--- config.mk ---
export PLATFORM = sky130hd
export DESIGN_NAME = alu_ctrl_muldiv
export DESIGN_NICKNAME = d
export VERILOG_FILES = /design/src/rtl/alu_pkg.sv /design/src/rtl/muldiv_seq.sv /design/src/rtl/alu_ctrl_muldiv.sv
export SDC_FILE = /design/constraint.sdc
export NUM_CORES = 1
export LEC_CHECK = 0
export BUFFER_PORTS_ARGS = -buffer_cell sky130_fd_sc_hd__buf_2
export CAP_MARGIN = 20
export CORE_MARGIN = 2
export CORE_UTILIZATION = 43
export DETAILED_ROUTE_END_ITERATION = 8
export SYNTH_ARGS = -nofsm -noshare
export SYNTH_HDL_FRONTEND = slang
export SYNTH_SLANG_ARGS = --single-unit
--- constraint.sdc ---
create_clock -name clk -period 11.5 [get_ports clk]
set_clock_uncertainty 0.2 [all_clocks]
set_input_delay 1.15 -clock clk [delete_from_list [all_inputs] [get_ports clk]]
set_output_delay 1.15 -clock clk [all_outputs]
set_load 0.01 [all_outputs]
--- src/rtl/alu_pkg.sv ---
// Shared types for the execute-stage ALU control and RV32M sequencer.
// ALU operation codes, M-extension funct3 ops, sequencer states, ALUOp encodings.
package alu_pkg;

  typedef enum logic [4:0] {
    ALU_ADD  = 5'b00000,
    ALU_SUB  = 5'b00001,
    ALU_AND  = 5'b00010,
    ALU_OR   = 5'b00011,
    ALU_SLL  = 5'b00100,
    ALU_SLT  = 5'b00101,
    ALU_SRL  = 5'b00110,
    ALU_SRA  = 5'b00111,
    ALU_XOR  = 5'b01001,
    ALU_SLTU = 5'b01010,
    ALU_MD   = 5'b01111
  } alu_ctrl_t;

  typedef enum logic [2:0] {
    MD_MUL, MD_MULH, MD_MULHSU, MD_MULHU, MD_DIV, MD_DIVU, MD_REM, MD_REMU
  } md_op_t;

  typedef enum logic [1:0] {
    ST_IDLE, ST_MUL, ST_DIV, ST_DONE
  } md_state_t;

  localparam logic [1:0] ALUOP_LDST   = 2'b00;
  localparam logic [1:0] ALUOP_BRANCH = 2'b01;
  localparam logic [1:0] ALUOP_OP     = 2'b10;
  localparam logic [1:0] ALUOP_RSVD   = 2'b11;

  localparam logic [2:0] DTYPE_WORD = 3'b010;

endpackage

--- src/rtl/muldiv_seq.sv ---
// Iterative RV32M multiply/divide sequencer: shift-add multiply and restoring
// divide on operand magnitudes, with sign correction applied in DONE.
module muldiv_seq
  import alu_pkg::*;
#(
  parameter int XLEN = 32
) (
  input  logic            clk,
  input  logic            rst,
  input  logic            start,
  input  logic            flush,
  input  logic [2:0]      funct3,
  input  logic [XLEN-1:0] src_a,
  input  logic [XLEN-1:0] src_b,
  output md_state_t       state,
  output logic [XLEN-1:0] md_result,
  output logic            out_valid
);

  localparam int CW = $clog2(XLEN + 1);
  localparam logic [CW-1:0] LAST = CW'(XLEN - 1);

  md_state_t         state_q, state_d;
  md_op_t            op_in, op_q;
  logic              is_mul, a_signed, b_signed, sa, sb;
  logic              div_zero, div_ovf;
  logic [XLEN-1:0]   abs_a, abs_b, mag_b, res_q, res_d;
  logic              neg_q, neg_r;
  logic [2*XLEN-1:0] acc, prod;
  logic [CW-1:0]     cnt;
  logic [XLEN:0]     mul_sum, div_trial;
  logic [XLEN-1:0]   div_rem;

  assign state = state_q;

  always_comb begin
    op_in    = md_op_t'(funct3);
    is_mul   = ~funct3[2];
    a_signed = op_in inside {MD_MUL, MD_MULH, MD_MULHSU, MD_DIV, MD_REM};
    b_signed = op_in inside {MD_MUL, MD_MULH, MD_DIV, MD_REM};
    sa       = a_signed & src_a[XLEN-1];
    sb       = b_signed & src_b[XLEN-1];
    abs_a    = sa ? -src_a : src_a;
    abs_b    = sb ? -src_b : src_b;
    div_zero = ~is_mul & (src_b == '0);
    div_ovf  = ~is_mul & b_signed & (src_a == {1'b1, {(XLEN-1){1'b0}}}) & (src_b == '1);
  end

  // acc holds {high, low}: product for multiply, {remainder, quotient} for divide.
  always_comb begin
    mul_sum   = {1'b0, acc[2*XLEN-1:XLEN]} + (acc[0] ? {1'b0, mag_b} : '0);
    div_trial = acc[2*XLEN-1:XLEN-1] - {1'b0, mag_b};
    div_rem   = div_trial[XLEN] ? acc[2*XLEN-2:XLEN-1] : div_trial[XLEN-1:0];
    prod      = neg_q ? -acc : acc;
    case (op_q)
      MD_MUL:                       res_d = prod[XLEN-1:0];
      MD_MULH, MD_MULHSU, MD_MULHU: res_d = prod[2*XLEN-1:XLEN];
      MD_DIV, MD_DIVU:              res_d = neg_q ? -acc[XLEN-1:0] : acc[XLEN-1:0];
      default:                      res_d = neg_r ? -acc[2*XLEN-1:XLEN] : acc[2*XLEN-1:XLEN];
    endcase
  end

  always_comb begin
    state_d = state_q;
    if (flush) begin
      state_d = ST_IDLE;
    end else begin
      case (state_q)
        ST_IDLE: if (start) state_d = (div_zero | div_ovf) ? ST_DONE : (is_mul ? ST_MUL : ST_DIV);
        ST_MUL:  if (cnt == LAST) state_d = ST_DONE;
        ST_DIV:  if (cnt == LAST) state_d = ST_DONE;
        default: state_d = ST_IDLE;
      endcase
    end
  end

  always_ff @(posedge clk) begin
    if (rst) state_q <= ST_IDLE;
    else     state_q <= state_d;
  end

  always_ff @(posedge clk) begin
    if (rst) begin
      op_q  <= MD_MUL;
      mag_b <= '0;
      neg_q <= 1'b0;
      neg_r <= 1'b0;
      acc   <= '0;
      cnt   <= '0;
      res_q <= '0;
    end else begin
      case (state_q)
        ST_IDLE: if (start && !flush) begin
          op_q  <= op_in;
          cnt   <= '0;
          mag_b <= abs_b;
          // Special cases are stored already in final form, so no sign fix-up.
          if (div_zero) begin
            acc   <= {src_a, {XLEN{1'b1}}};
            neg_q <= 1'b0;
            neg_r <= 1'b0;
          end else if (div_ovf) begin
            acc   <= {{XLEN{1'b0}}, src_a};
            neg_q <= 1'b0;
            neg_r <= 1'b0;
          end else begin
            acc   <= {{XLEN{1'b0}}, abs_a};
            neg_q <= sa ^ sb;
            neg_r <= sa;
          end
        end
        ST_MUL: begin
          acc <= {mul_sum, acc[XLEN-1:1]};
          cnt <= cnt + CW'(1);
        end
        ST_DIV: begin
          acc <= {div_rem, acc[XLEN-2:0], ~div_trial[XLEN]};
          cnt <= cnt + CW'(1);
        end
        default: if (!flush) res_q <= res_d;
      endcase
    end
  end

  assign md_result = (state_q == ST_DONE) ? res_d : res_q;
  assign out_valid = (state_q == ST_DONE) & ~flush;

endmodule

--- src/rtl/alu_ctrl_muldiv.sv ---
// Execute-stage ALU control: decodes ALUOp/funct3/funct7 into an ALU code and
// load/store type, and steers RV32M ops to the iterative sequencer.
module alu_ctrl_muldiv
  import alu_pkg::*;
#(
  parameter int XLEN = 32
) (
  input  logic            clk,
  input  logic            rst,
  input  logic            in_valid,
  input  logic [1:0]      alu_op,
  input  logic [2:0]      funct3,
  input  logic            op5,
  input  logic            funct7_5,
  input  logic            funct7_0,
  input  logic            flush,
  input  logic [XLEN-1:0] src_a,
  input  logic [XLEN-1:0] src_b,
  output logic [4:0]      alu_control,
  output logic [2:0]      data_type,
  output logic            md_sel,
  output logic [XLEN-1:0] md_result,
  output logic            out_valid,
  output logic            in_ready,
  output logic            stall
);

  alu_ctrl_t ctrl;
  md_state_t md_state;
  logic      m_op, accept;

  assign m_op = in_valid & (alu_op == ALUOP_OP) & op5 & funct7_0;

  always_comb begin
    ctrl = ALU_ADD;
    case (alu_op)
      ALUOP_BRANCH: case (funct3)
        3'b100, 3'b101: ctrl = ALU_SLT;
        3'b110, 3'b111: ctrl = ALU_SLTU;
        default:        ctrl = ALU_SUB;
      endcase
      ALUOP_OP: case (funct3)
        3'b000:  ctrl = (op5 & funct7_5) ? ALU_SUB : ALU_ADD;
        3'b001:  ctrl = ALU_SLL;
        3'b010:  ctrl = ALU_SLT;
        3'b011:  ctrl = ALU_SLTU;
        3'b100:  ctrl = ALU_XOR;
        3'b101:  ctrl = funct7_5 ? ALU_SRA : ALU_SRL;
        3'b110:  ctrl = ALU_OR;
        default: ctrl = ALU_AND;
      endcase
      default: ctrl = ALU_ADD;
    endcase
    if (m_op) ctrl = ALU_MD;
  end

  assign alu_control = ctrl;
  assign data_type   = (alu_op == ALUOP_LDST) ? funct3 : DTYPE_WORD;
  assign md_sel      = m_op;

  // Handshake: an M-op is taken when m_op & in_ready & ~flush in one cycle;
  // stall holds the pipeline until DONE, where out_valid pulses for one cycle.
  assign in_ready = (md_state == ST_IDLE);
  assign accept   = m_op & in_ready & ~flush;
  assign stall    = m_op & (md_state != ST_DONE);

  muldiv_seq #(.XLEN(XLEN)) u_seq (
    .clk       (clk),
    .rst       (rst),
    .start     (accept),
    .flush     (flush),
    .funct3    (funct3),
    .src_a     (src_a),
    .src_b     (src_b),
    .state     (md_state),
    .md_result (md_result),
    .out_valid (out_valid)
  );

endmodule

==> metrics <==
Chip Width=189 µm; Critical Path Source=u_seq.acc[43]; Synth Area in XOR/XNOR=9.22%; register area=2820 µm²; P_int=1.04 mW; first-pass GRT wire length=89500 µm; CP Capture Point=md_result[29]; syn_area_per_cell=about 7.1 µm²; Total Nets Final=2237; root buffer cell=clkbuf_16; DP Worst Slack=6580 ps; Vias/cell=6.45; reg2reg path depth=13; fin crit period=5450 ps; WHS=254 ps; sw frac=33.5%; pwr dens=96.2 nW/µm²; Least-Margin Pin Slew=1110 ps; layout cell share with drive strength beyond 1=11.8%; synth unique cells=86; gr usage total=approximately a third; placed cells=approximately 2500; Sequential Power Share=32.5%; post-synthesis mux area share=under 10%; via count=about 16000; overall routed net length=roughly 59000 µm; Logic pwr share=27.9%; Synth Cell Area=~15000 µm²; crit path launch type=flop; final period utilization=between 40% and 50%; height of the chip=189 µm; Synth warnings=0; Clk Latency, worst-skew pair=around 440 ps; Syn Inst Count=2072; Synth Register Bits=141; WP data arrival=4100 ps; FILL cells=about 3400; Sink Count=141; Slew Limit Fails=0; Worst path slowest cell=nor4_1; RSZ-0062 raised after global routing=false; CTS resizes=0; Avg WL per Cell=between 20 and 25 µm; worst min-delay path startpoint=u_seq.mag_b[30]; worst min-delay path class=flop to flop; area of the multi-input gates=roughly 11000 µm²; setup violators final=0; VDD IR-drop max=0.137 mV; post-route insts no fill=2542; final hold violation count=0; total gr overflow=0; P_leak=6.57 nW; EDFF count, synth=0; slew margin rel.=26.2%; achievable frequency=approximately 180 MHz; Post-DP HPWL=44400 µm; largest net degree at the start of global routing=63; Crit Path Max Fanout=9; Synth Area in Simple Gates=23.3%; Iter 0 DRT Violations=1839; clock buffer depth=2; Initial Util=43.8%; critical path's largest stage delay=780 ps; Post-Synth Adder-Cell Area=6.90%; IO Count=120; critical path cell sequence=nor4_1 -> nand3_1 -> or3_1 -> or4_1 -> a21oi_1 -> o221ai_1 -> o31ai_1 -> a21oi_1 -> a21oi_1 -> buf_2; DRC=0; Final ANT Viol Nets=0; initial antenna violation count=0; reg2reg setup slack=6600 ps; register area share after synthesis=19.2%; Setup Fix Bufs, Post-CTS=0; CTS tree=yes; Synth-to-Final Area Change=10.2%; number of global-route vias before repair=15000; dominant synthesized flop cell=dfxtp_1; r2r endpoint=u_seq.acc[55]; H-tree levels=4; CTS Hold Bufs=0; Async SR Flop Fraction=0%; Worst-path clk slew=around 60 ps; core area=33600 µm²; clock power share=between 30 and 40%; Setup CP Type=flop to output port; die footprint=35800 µm²; post-route core utilization=48.3%; placer congestion estimate=between 1 and 1.5; P_sw=0.523 mW; TritonCTS Buffers=17; area fraction in compound gates after synthesis=32.7%; Worst EP required=10150 ps; # Max-Cap Violations=0; CP dominant cell by count=a21oi_1; final worst slack=6050 ps; FP Rows=67; worst reg2reg path startpoint=u_seq.acc[0]; n_diodes=0; Syn Nets=between 2000 and 2500; Pre-antenna DRT Iters=8; setup TNS=0 ps; largest family of logic cells by synthesized area=compound AO/OA/AOI/OAI gates; crit end category=output port; IO Port Bufs=118; status=finished clean
==> how the worst min path moves through the flow <==
stage	end	slack, ps	cells after the start
after floorplan	u_seq.mag_b[16]	230	2
after global placement	u_seq.mag_b[22]	240	2
after detailed placement	u_seq.mag_b[22]	250	2
after CTS	u_seq.mag_b[22]	260	2
after global routing	u_seq.res_q[11]	280	2
final	u_seq.mag_b[30]	250	2
==> layer usage <==
layer / routed length, µm / track usage, % / vias up / share of wire, %
met2: 24500 / 47.2 / 815 / 42
met1: 26300 / 45.6 / 7754 / 45
li1: - / - / 7697 / -
met4: 2090 / 13.0 / 0 / 3.6
met3: 5620 / 6.39 / 121 / 9.6
met5: 0 / 0 / - / 0
==> final cells by class <==
cell class,instances,area share [%]
Inverter,74,1.71
Clock buffer,23,3.07
Multi-Input combinational cell,1696,68.1
Tap cell,448,3.45
Timing Repair Buffer,151,5.30
Sequential cell,141,17.4
Clock inverter,9,0.963
==> registers in the layout (all words and copies together), names as in the netlist <==
register and count:
u_seq.acc 64, u_seq.mag_b 32, u_seq.res_q 32, u_seq.cnt 6, u_seq.op_q 3, u_seq.state 2
u_seq.neg_q 1, u_seq.neg_r 1
==> synth_stat cells, types with 18 or more instances <==
| master | count | area share [%] |
|---|---|---|
| nand4_1 | 20 | 0.85 |
| o21ai_0 | 121 | 4.1 |
| nor2_1 | 238 | 6.1 |
| xor2_1 | 78 | 4.6 |
| or3_1 | 39 | 1.7 |
| a32o_1 | 27 | 1.8 |
| a21o_1 | 37 | 1.9 |
| nor4_1 | 22 | 0.93 |
| nand2_1 | 192 | 4.9 |
| ha_1 | 78 | 6.6 |
| o31ai_1 | 28 | 1.4 |
| dfxtp_1 | 141 | 19 |
| nand3_1 | 25 | 0.85 |
| inv_1 | 73 | 1.9 |
| a21oi_1 | 218 | 7.4 |
| a211oi_1 | 61 | 3.1 |
| clkbuf_1 | 139 | 3.5 |
| xnor2_1 | 77 | 4.6 |
| a221o_1 | 33 | 2.2 |
| nor3_1 | 49 | 1.7 |
| mux2i_1 | 18 | 1.2 |
| a221oi_1 | 22 | 1.3 |
==> stage by stage <==
| stage | area, µm² | total power [mW] |
|---|---|---|
| after global routing | 16200 | 1.62 |
| after global placement | 15500 | 0.937 |
| final | 16200 | 1.56 |
| after detailed placement | 15500 | 0.937 |
| after CTS | 16200 | 1.56 |
| after floorplan | 14700 | 0.795 |
==> worst max-delay path, delay by kind of cell, from the launching register on <==
family | cells | cell delay [ps]
and+or+nand+nor | 4 | 2200
DFF | 1 | 510
AOI/OAI and AO/OA | 5 | 800
buffers and inverters | 1 | 150
==> placed cells by master, fill, tap and decap left out, types with 18 or more instances in the layout <==
master | netlist | routed
o31ai_1 | 28 | 28
a21o_1 | 37 | 37
a21oi_1 | 218 | 217
buf_4 | 2 | 32
a221o_1 | 33 | 33
nor3_1 | 49 | 49
nand2_1 | 192 | 192
nor2_1 | 238 | 234
a221oi_1 | 22 | 22
or3_1 | 39 | 39
dfxtp_1 | 141 | 140
nor4_1 | 22 | 22
mux2i_1 | 18 | 18
a211oi_1 | 61 | 61
xnor2_1 | 77 | 76
nand4_1 | 20 | 20
nand3_1 | 25 | 25
buf_2 | 15 | 117
xor2_1 | 78 | 78
a32o_1 | 27 | 27
o21ai_0 | 121 | 121
inv_1 | 73 | 73
ha_1 | 78 | 75
==> logic make-up after synthesis <==
logic type | after synthesis
AOI/OAI and AO/OA | 716
muxes | 35
other | 1
xor gates and xnor gates | 155
DFF | 141
adders and majority gates | 80
and+or+nand+nor | 709
buffers and inverters | 235
==> power groups by stage <==
stage                     Sequential (mW)  Clock (mW)  Combinational [mW]
after global placement              0.517           0               0.421
final                               0.507       0.619               0.435
after floorplan                     0.510           0               0.285
after detailed placement            0.517           0               0.420
after CTS                           0.506       0.627               0.423
after global routing                0.507       0.647               0.465
Power figures use the tool's default switching activity.
